**config.mk**
```make
export PLATFORM = sky130hd
export DESIGN_NAME = dmem_arbiter_flat
export DESIGN_NICKNAME = d
export VERILOG_FILES = /design/src/rtl/dmem_pkg.sv /design/src/rtl/dmem_arbiter_if.sv /design/src/rtl/dmem_be_merge.sv /design/src/rtl/dmem_arbiter.sv /design/src/flat_wrapper.sv
export SDC_FILE = /design/constraint.sdc
export NUM_CORES = 1
export LEC_CHECK = 0
export ABC_AREA = 1
export ABC_CLOCK_PERIOD_IN_PS = 3400
export CORE_AREA = 2 2 126 128
export DETAILED_ROUTE_END_ITERATION = 10
export DIE_AREA = 0 0 128 130
export DONT_BUFFER_PORTS = 1
export GPL_ROUTABILITY_DRIVEN = 1
export PLACE_DENSITY = 0.52
export SYNTH_ARGS = -nofsm -noshare
export SYNTH_HDL_FRONTEND = slang
export SYNTH_SLANG_ARGS = --single-unit
```
**constraint.sdc**
```tcl
create_clock -name clk -period 3.4 [get_ports clk]
set_clock_uncertainty 0.1 [all_clocks]
set_input_delay 0.34 -clock clk [delete_from_list [all_inputs] [get_ports clk]]
set_output_delay 0.34 -clock clk [all_outputs]
set_load 0.02 [all_outputs]
```
**src/rtl/dmem_pkg.sv**
```systemverilog
// Shared constants and types for the data-memory arbiter slice.
package dmem_pkg;

    localparam int NUM_LANES = 4;
    localparam int LANE_W    = 8;

    localparam logic [NUM_LANES-1:0] BE_FULL = 4'b1111;
    localparam logic [NUM_LANES-1:0] BE_NONE = 4'b0000;

    typedef enum logic {
        PORT_CORE = 1'b0,
        PORT_DMA  = 1'b1
    } port_e;

    // Saturating burst counter step.
    function automatic logic [3:0] burst_inc(input logic [3:0] cnt, input logic [3:0] max_cnt);
        logic [3:0] nxt;
        if (cnt < max_cnt) begin
            nxt = cnt + 4'd1;
        end else begin
            nxt = cnt;
        end
        return nxt;
    endfunction

endpackage

```
**src/rtl/dmem_arbiter_if.sv**
```systemverilog
// One requester's connection to the data-memory arbiter.
interface dmem_arbiter_if
    import dmem_pkg::*;
#(
    parameter int ADDR_WIDTH = 32,
    parameter int DATA_WIDTH = 32
) ();

    logic                  req;
    logic                  we;
    logic [ADDR_WIDTH-1:0] addr;
    logic [NUM_LANES-1:0]  be;
    logic [DATA_WIDTH-1:0] wdata;
    logic                  gnt;
    logic                  rvalid;
    logic [DATA_WIDTH-1:0] rdata;

    modport master (output req, we, addr, be, wdata, input gnt, rvalid, rdata);
    modport slave  (input req, we, addr, be, wdata, output gnt, rvalid, rdata);

endinterface

```
**src/rtl/dmem_be_merge.sv**
```systemverilog
// Builds the word written back on a partial store from new and current lanes.
module dmem_be_merge
    import dmem_pkg::*;
(
    input  logic [NUM_LANES-1:0]        be,
    input  logic [NUM_LANES*LANE_W-1:0] wdata,
    input  logic [NUM_LANES*LANE_W-1:0] rdata,
    output logic [NUM_LANES*LANE_W-1:0] merged
);

    // Per-lane select between store data and the memory's current contents
    always_comb begin
        merged = {(NUM_LANES*LANE_W){1'b0}};
        for (int i = 0; i < NUM_LANES; i++) begin
            if (be[i]) begin
                merged[i*LANE_W +: LANE_W] = wdata[i*LANE_W +: LANE_W];
            end else begin
                merged[i*LANE_W +: LANE_W] = rdata[i*LANE_W +: LANE_W];
            end
        end
    end

endmodule

```
**src/rtl/dmem_arbiter.sv**
```systemverilog
// Round-robin, burst-limited sharing of one data-memory port between the core
// and the debug/DMA loader, with read-merge-write partial stores.
module dmem_arbiter
    import dmem_pkg::*;
#(
    parameter int ADDR_WIDTH = 32,
    parameter int DATA_WIDTH = 32,
    parameter int MAX_BURST  = 4
) (
    input  logic                  clk,
    input  logic                  rst,
    dmem_arbiter_if.slave         m0,
    dmem_arbiter_if.slave         m1,
    output logic                  mem_read,
    output logic                  mem_write,
    output logic [ADDR_WIDTH-1:0] mem_addr,
    output logic [DATA_WIDTH-1:0] mem_wdata,
    input  logic [DATA_WIDTH-1:0] mem_rdata
);

    localparam logic [3:0] MAX_BURST_C = 4'(MAX_BURST);

    port_e                 last_grant_r;
    logic [3:0]            burst_cnt_r;
    port_e                 sel_s;
    logic                  gnt_s;
    logic                  rd_gnt_s;
    logic                  sel_we_s;
    logic [ADDR_WIDTH-1:0] sel_addr_s;
    logic [NUM_LANES-1:0]  sel_be_s;
    logic [DATA_WIDTH-1:0] sel_wdata_s;
    logic [DATA_WIDTH-1:0] merged_s;

    // Choose the winner; a zero burst count means no burst is running yet
    always_comb begin
        sel_s = PORT_CORE;
        gnt_s = 1'b0;
        if (rst) begin
            gnt_s = 1'b0;
        end else if (m0.req && m1.req) begin
            gnt_s = 1'b1;
            if ((burst_cnt_r != 4'd0) && (burst_cnt_r < MAX_BURST_C)) begin
                sel_s = last_grant_r;
            end else if (last_grant_r == PORT_CORE) begin
                sel_s = PORT_DMA;
            end else begin
                sel_s = PORT_CORE;
            end
        end else if (m0.req) begin
            gnt_s = 1'b1;
            sel_s = PORT_CORE;
        end else if (m1.req) begin
            gnt_s = 1'b1;
            sel_s = PORT_DMA;
        end else begin
            gnt_s = 1'b0;
        end
    end

    assign m0.gnt   = gnt_s && (sel_s == PORT_CORE);
    assign m1.gnt   = gnt_s && (sel_s == PORT_DMA);
    assign rd_gnt_s = gnt_s && !sel_we_s;

    // Route the winning port's request fields
    always_comb begin
        case (sel_s)
            PORT_CORE: begin
                sel_we_s    = m0.we;
                sel_addr_s  = m0.addr;
                sel_be_s    = m0.be;
                sel_wdata_s = m0.wdata;
            end
            PORT_DMA: begin
                sel_we_s    = m1.we;
                sel_addr_s  = m1.addr;
                sel_be_s    = m1.be;
                sel_wdata_s = m1.wdata;
            end
            default: begin
                sel_we_s    = 1'b0;
                sel_addr_s  = {ADDR_WIDTH{1'b0}};
                sel_be_s    = BE_NONE;
                sel_wdata_s = {DATA_WIDTH{1'b0}};
            end
        endcase
    end

    dmem_be_merge u_be_merge (
        .be     (sel_be_s),
        .wdata  (sel_wdata_s),
        .rdata  (mem_rdata),
        .merged (merged_s)
    );

    // Drive the memory; a partial store reads and writes in the same cycle
    always_comb begin
        mem_read  = 1'b0;
        mem_write = 1'b0;
        mem_addr  = {ADDR_WIDTH{1'b0}};
        mem_wdata = {DATA_WIDTH{1'b0}};
        if (rd_gnt_s) begin
            mem_read = 1'b1;
            mem_addr = sel_addr_s;
        end else if (gnt_s && (sel_be_s == BE_FULL)) begin
            mem_write = 1'b1;
            mem_addr  = sel_addr_s;
            mem_wdata = sel_wdata_s;
        end else if (gnt_s && (sel_be_s != BE_NONE)) begin
            mem_read  = 1'b1;
            mem_write = 1'b1;
            mem_addr  = sel_addr_s;
            mem_wdata = merged_s;
        end else begin
            // Idle, or an empty-lane store that only consumes the slot.
            mem_write = 1'b0;
        end
    end

    // Owner and burst length bookkeeping
    always_ff @(posedge clk or posedge rst) begin
        if (rst) begin
            last_grant_r <= PORT_DMA;
            burst_cnt_r  <= 4'd0;
        end else if (gnt_s) begin
            if (sel_s == last_grant_r) begin
                burst_cnt_r <= burst_inc(burst_cnt_r, MAX_BURST_C);
            end else begin
                last_grant_r <= sel_s;
                burst_cnt_r  <= 4'd1;
            end
        end
    end

    // Registered load return to the requesting port
    always_ff @(posedge clk or posedge rst) begin
        if (rst) begin
            m0.rvalid <= 1'b0;
            m1.rvalid <= 1'b0;
            m0.rdata  <= {DATA_WIDTH{1'b0}};
            m1.rdata  <= {DATA_WIDTH{1'b0}};
        end else begin
            m0.rvalid <= rd_gnt_s && (sel_s == PORT_CORE);
            m1.rvalid <= rd_gnt_s && (sel_s == PORT_DMA);
            if (rd_gnt_s && (sel_s == PORT_CORE)) begin
                m0.rdata <= mem_rdata;
            end
            if (rd_gnt_s && (sel_s == PORT_DMA)) begin
                m1.rdata <= mem_rdata;
            end
        end
    end

endmodule

```
**src/flat_wrapper.sv**
```systemverilog
// flat-port wrapper written by rule: the top's interface ports become plain ports
module dmem_arbiter_flat import dmem_pkg::*;
#(
    parameter int ADDR_WIDTH = 32,
    parameter int DATA_WIDTH = 32,
    parameter int MAX_BURST  = 4
)
  (clk, rst, mem_read, mem_write, mem_addr, mem_wdata, mem_rdata, m0_req, m0_we, m0_addr, m0_be, m0_wdata, m0_gnt, m0_rvalid, m0_rdata, m1_req, m1_we, m1_addr, m1_be, m1_wdata, m1_gnt, m1_rvalid, m1_rdata);
  dmem_arbiter_if #(.ADDR_WIDTH(ADDR_WIDTH), .DATA_WIDTH(DATA_WIDTH)) m0_i ();
  dmem_arbiter_if #(.ADDR_WIDTH(ADDR_WIDTH), .DATA_WIDTH(DATA_WIDTH)) m1_i ();
  input  logic clk;
  input  logic rst;
  output logic mem_read;
  output logic mem_write;
  output logic [ADDR_WIDTH-1:0] mem_addr;
  output logic [DATA_WIDTH-1:0] mem_wdata;
  input  logic [DATA_WIDTH-1:0] mem_rdata;
  input wire logic [$bits(m0_i.req)-1:0] m0_req;
  input wire logic [$bits(m0_i.we)-1:0] m0_we;
  input wire logic [$bits(m0_i.addr)-1:0] m0_addr;
  input wire logic [$bits(m0_i.be)-1:0] m0_be;
  input wire logic [$bits(m0_i.wdata)-1:0] m0_wdata;
  output wire logic [$bits(m0_i.gnt)-1:0] m0_gnt;
  output wire logic [$bits(m0_i.rvalid)-1:0] m0_rvalid;
  output wire logic [$bits(m0_i.rdata)-1:0] m0_rdata;
  input wire logic [$bits(m1_i.req)-1:0] m1_req;
  input wire logic [$bits(m1_i.we)-1:0] m1_we;
  input wire logic [$bits(m1_i.addr)-1:0] m1_addr;
  input wire logic [$bits(m1_i.be)-1:0] m1_be;
  input wire logic [$bits(m1_i.wdata)-1:0] m1_wdata;
  output wire logic [$bits(m1_i.gnt)-1:0] m1_gnt;
  output wire logic [$bits(m1_i.rvalid)-1:0] m1_rvalid;
  output wire logic [$bits(m1_i.rdata)-1:0] m1_rdata;
  assign m0_i.req = m0_req;
  assign m0_i.we = m0_we;
  assign m0_i.addr = m0_addr;
  assign m0_i.be = m0_be;
  assign m0_i.wdata = m0_wdata;
  assign m0_gnt = m0_i.gnt;
  assign m0_rvalid = m0_i.rvalid;
  assign m0_rdata = m0_i.rdata;
  assign m1_i.req = m1_req;
  assign m1_i.we = m1_we;
  assign m1_i.addr = m1_addr;
  assign m1_i.be = m1_be;
  assign m1_i.wdata = m1_wdata;
  assign m1_gnt = m1_i.gnt;
  assign m1_rvalid = m1_i.rvalid;
  assign m1_rdata = m1_i.rdata;
  dmem_arbiter #(.ADDR_WIDTH(ADDR_WIDTH), .DATA_WIDTH(DATA_WIDTH), .MAX_BURST(MAX_BURST)) u_core (.clk(clk), .rst(rst), .m0(m0_i), .m1(m1_i), .mem_read(mem_read), .mem_write(mem_write), .mem_addr(mem_addr), .mem_wdata(mem_wdata), .mem_rdata(mem_rdata));
endmodule
```
==> run_results.csv <==
group,metric,value,unit
status,status,"finished, final reports clean",
clock_tree,post_cts_buffers,0,
sta,setup_slack,318.6,ps
critical_path,critPathCaptureType,"output pin",
drt,drc,0,
cells_and_area,area_growth,15.59,%
clock_tree,clk_pin_slew,60,ps
clock_tree,cts_sinks,71,
power_and_ir_drop,p_leak,3.171,nW
clock_tree,htree_levels,3,
run,cap_violations,0,
cells_and_area,fill_cells,1731,
clock_tree,clock_latency,340,ps
global_routing,grtUsageMet2,33.91,%
place,dp_hpwl,12330,um
drt,dr.pass1.iters,5,
critical_path,path_cells,"inv_1, ha_1, inv_1, nand2_1, nand2_1, nand3_2, nand2_4, nand2_1, nand2_1, nor2_1, nand2_4, buf_4, nand3_1, nor2_1",
sta,maxSlewViolCount,0,
cells_and_area,antenna_cells,0,
sta,rsz0062_at_grt,"false",
global_routing,top_usage_layer,"met2",
sta,timing.slew.headroom,37.69,%
synth,synth_top_family_by_area,"simple AND/OR/NAND/NOR gates",
cells_and_area,multiInputGateArea,2479,um^2
global_routing,grt_pass1_vias,4449,
synth,ys_warn_count,0,
drt,vias,4717,
critical_path,crit_arrival,2640,ps
drt,routed_wl,16190,um
cells_and_area,fin_nets,954,
floorplan,die_w,128,um
place,place_inst,958,
place,io_buffers,0,
drt,antenna_left,0,
synth,synthAdderAreaFrac,0.5223,%
clock_tree,cts_root_buf,"clkbuf_16",
drt,initialDrtViolationCount,253,
cells_and_area,drive_above_1_share,14.69,%
critical_path,critPathMostFrequentCell,"nand2_1",
cells_and_area,final_cells,975,
place,gp_congestion,0.7803,
worst_hold_path,hold_class,"in -> reg",
cells_and_area,final_util,35.90,%
drt,viasPerCell,4.838,
synth,seq_area_frac_synth,37.11,%
sta,finalSetupTns,0,ps
synth,synthSimpleGateAreaFrac,37.71,%
global_routing,antenna_found_initial,0,
synth,netlist_area,4791,um^2
synth,synth_nets,939,
synth,synth.avg_cell_area,6.279,um^2
power_and_ir_drop,powerDensity,686.5,nW/um^2
floorplan,start_util,31.06,%
global_routing,track_usage,18.61,%
global_routing,grt_overflow,0,
sta,period_share,90.63,%
cells_and_area,seq_area,1778,um^2
cells_and_area,final_cell_mix,"nand2_1, inv_1, dfrtp_1",
critical_path,slowest_stage,"dfrtp_1",
clock_tree,numCtsBuffers,9,
place,dpl_worst_slack,367.9,ps
floorplan,rows,46,
floorplan,io_pins,308,
critical_path,cpPeakStageDelay,370,ps
critical_path,worstSetupStartpointType,"flip-flop",
power_and_ir_drop,ir_drop,0.0002223,V
synth,synth-xor-area-share,0.1828,%
synth,netlist_instances,763,
clock_tree,clockBufferDepth,2,
synth,synth_cell_types,25,
floorplan,die_area,16640,um^2
cells_and_area,final_common_cell,"nand2_1",
sta,min_period,3081,ps
floorplan,fp.dieH,130,um
sta,worst_pin_slew,934.6,ps
sta,timing.fmax,0.3245,GHz
global_routing,grt_pass1_wl,23840,um
global_routing,use_met3,3.936,%
synth,synth_mux_area_share,0,%
synth,synth_seq_cells,71,
sta,finalHoldViolations,0,
critical_path,crit_fanout,20,
drt,wl_per_cell,16.60,um
sta,setup_violations,0,
global_routing,grt_start_max_net_pins,72,
critical_path,setup.worst_path.class,"reg -> out",
synth,synth_compound_area_share,12.25,%
floorplan,core,15420,um^2
critical_path,critPathRequiredTime,2960,ps
global_routing,use_met1,21.00,%
clock_tree,cts_tree,"done",
-- cell families after synthesis --
family / Yosys count
and+or+nand+nor: 458
buffers and inverters: 131
AOI/OAI and AO/OA: 100
DFF: 71
adders and majority gates: 2
xor gates and xnor gates: 1
-- repair_timing --
action                                  in CTS  in global routing
endpoints found under the hold margin        1                  0
hold buffers                                 1                  0
gates resized for setup                      1                 16
endpoints found under the setup margin       4                 61
pin swaps                                    0                  0
-- worst max-delay path, delay by kind of cell (launching register included) --
| family | cells | cell delay [ps] |
|---|---|---|
| and+or+nand+nor | 10 | 1300 |
| buffers and inverters | 3 | 430 |
| DFF | 1 | 370 |
| adders and majority gates | 1 | 190 |
-- where the power goes --
group | switching (mW) | leakage [nW] | internal [mW]
registers | 0.555 | 0.889 | 1.12
clock network | 0.383 | 0.147 | 0.574
logic | 0.767 | 2.14 | 0.402
total | 1.70 | 3.17 | 2.10
-- registers in the layout, indices dropped and copies added, names as in the netlist --
| signal | cells |
|---|---|
| u_core.m1.rvalid | 1 |
| u_core.burst_cnt_r | 4 |
| u_core.m1.rdata | 32 |
| u_core.m0.rvalid | 1 |
| u_core.m0.rdata | 32 |
| u_core.last_grant_r | 1 |
-- cell type report --
| type | instances | share of cell area, % |
|---|---|---|
| multi-input cells | 561 | 44.76 |
| flip-flops and latches | 71 | 32.11 |
| repair buffers | 52 | 7.614 |
| inverters | 83 | 5.784 |
| well taps | 192 | 4.338 |
| clock buffers | 10 | 4.135 |
| clock inverters | 6 | 1.265 |
-- stage by stage --
| stage | instance area [um^2] | hold WS (ps) | total power, mW |
|---|---|---|---|
| 2_1_floorplan | 4795 | 328.3 | 2.498 |
| 3_3_place_gp | 5171 | 336.5 | 2.838 |
| 3_5_place_dp | 5171 | 346.2 | 2.858 |
| 4_1_cts | 5485 | 43.28 | 3.841 |
| 5_1_grt | 5538 | 48.32 | 4.080 |
| 6_report | 5538 | 56.76 | 3.801 |
-- worst paths after layout --
| check | slack (ps) | start | cells after the start | endpoint |
|---|---|---|---|---|
| worst max-delay path | 320 | u_core.burst_cnt_r[0]$_DFFE_PP0P_ | 14 | mem_wdata[24] |
| worst min-delay path | 60 | mem_rdata[4] | 2 | u_core.m0.rdata[4]$_DFFE_PP0P_ |
| worst max register to register | 620 | u_core.burst_cnt_r[0]$_DFFE_PP0P_ | 14 | u_core.m0.rdata[23]$_DFFE_PP0P_ |
| worst min register to register | 400 | u_core.burst_cnt_r[3]$_DFFE_PP0P_ | 2 | u_core.burst_cnt_r[3]$_DFFE_PP0P_ |
| max in group asynchronous | 2490 | rst | 2 | u_core.m1.rdata[2]$_DFFE_PP0P_ |
| min in group asynchronous | 70 | rst | 2 | u_core.burst_cnt_r[0]$_DFFE_PP0P_ |
-- per-layer routing --
| metal | wire length, um | up-vias | share of wire [%] |
|---|---|---|---|
| met3 | 1192 | 28 | 7.4 |
| met2 | 8142 | 227 | 50 |
| met5 | 0 | - | 0 |
| met1 | 6395 | 2107 | 40 |
| li1 | - | 2355 | - |
| met4 | 457 | 0 | 2.8 |
-- synth_stat cells --
| cell | number | area, um^2 |
|---|---|---|
| clkbuf_2 | 1 | 5.000 |
| o21ai_1 | 9 | 45.04 |
| xor2_1 | 1 | 8.760 |
| a21oi_1 | 32 | 160.2 |
| o21ai_0 | 36 | 180.2 |
| nand3_1 | 40 | 200.2 |
| nand3_4 | 1 | 17.52 |
| buf_1 | 4 | 15.01 |
| nand4_1 | 1 | 6.260 |
| nor2_1 | 39 | 146.4 |
| inv_4 | 1 | 6.260 |
| o21ai_2 | 23 | 201.4 |
| buf_2 | 15 | 75.07 |
| clkbuf_1 | 16 | 60.06 |
| inv_2 | 4 | 15.01 |
| inv_1 | 78 | 292.8 |
| dfrtp_1 | 70 | 1752 |
| buf_6 | 7 | 78.83 |
| buf_4 | 5 | 37.54 |
| dfstp_2 | 1 | 26.28 |
| nand2_1 | 370 | 1389 |
| ha_1 | 2 | 25.02 |
| nand3_2 | 1 | 10.01 |
| nand2_2 | 5 | 31.28 |
| nor2_2 | 1 | 6.260 |
Power figures use the tool's default switching activity.
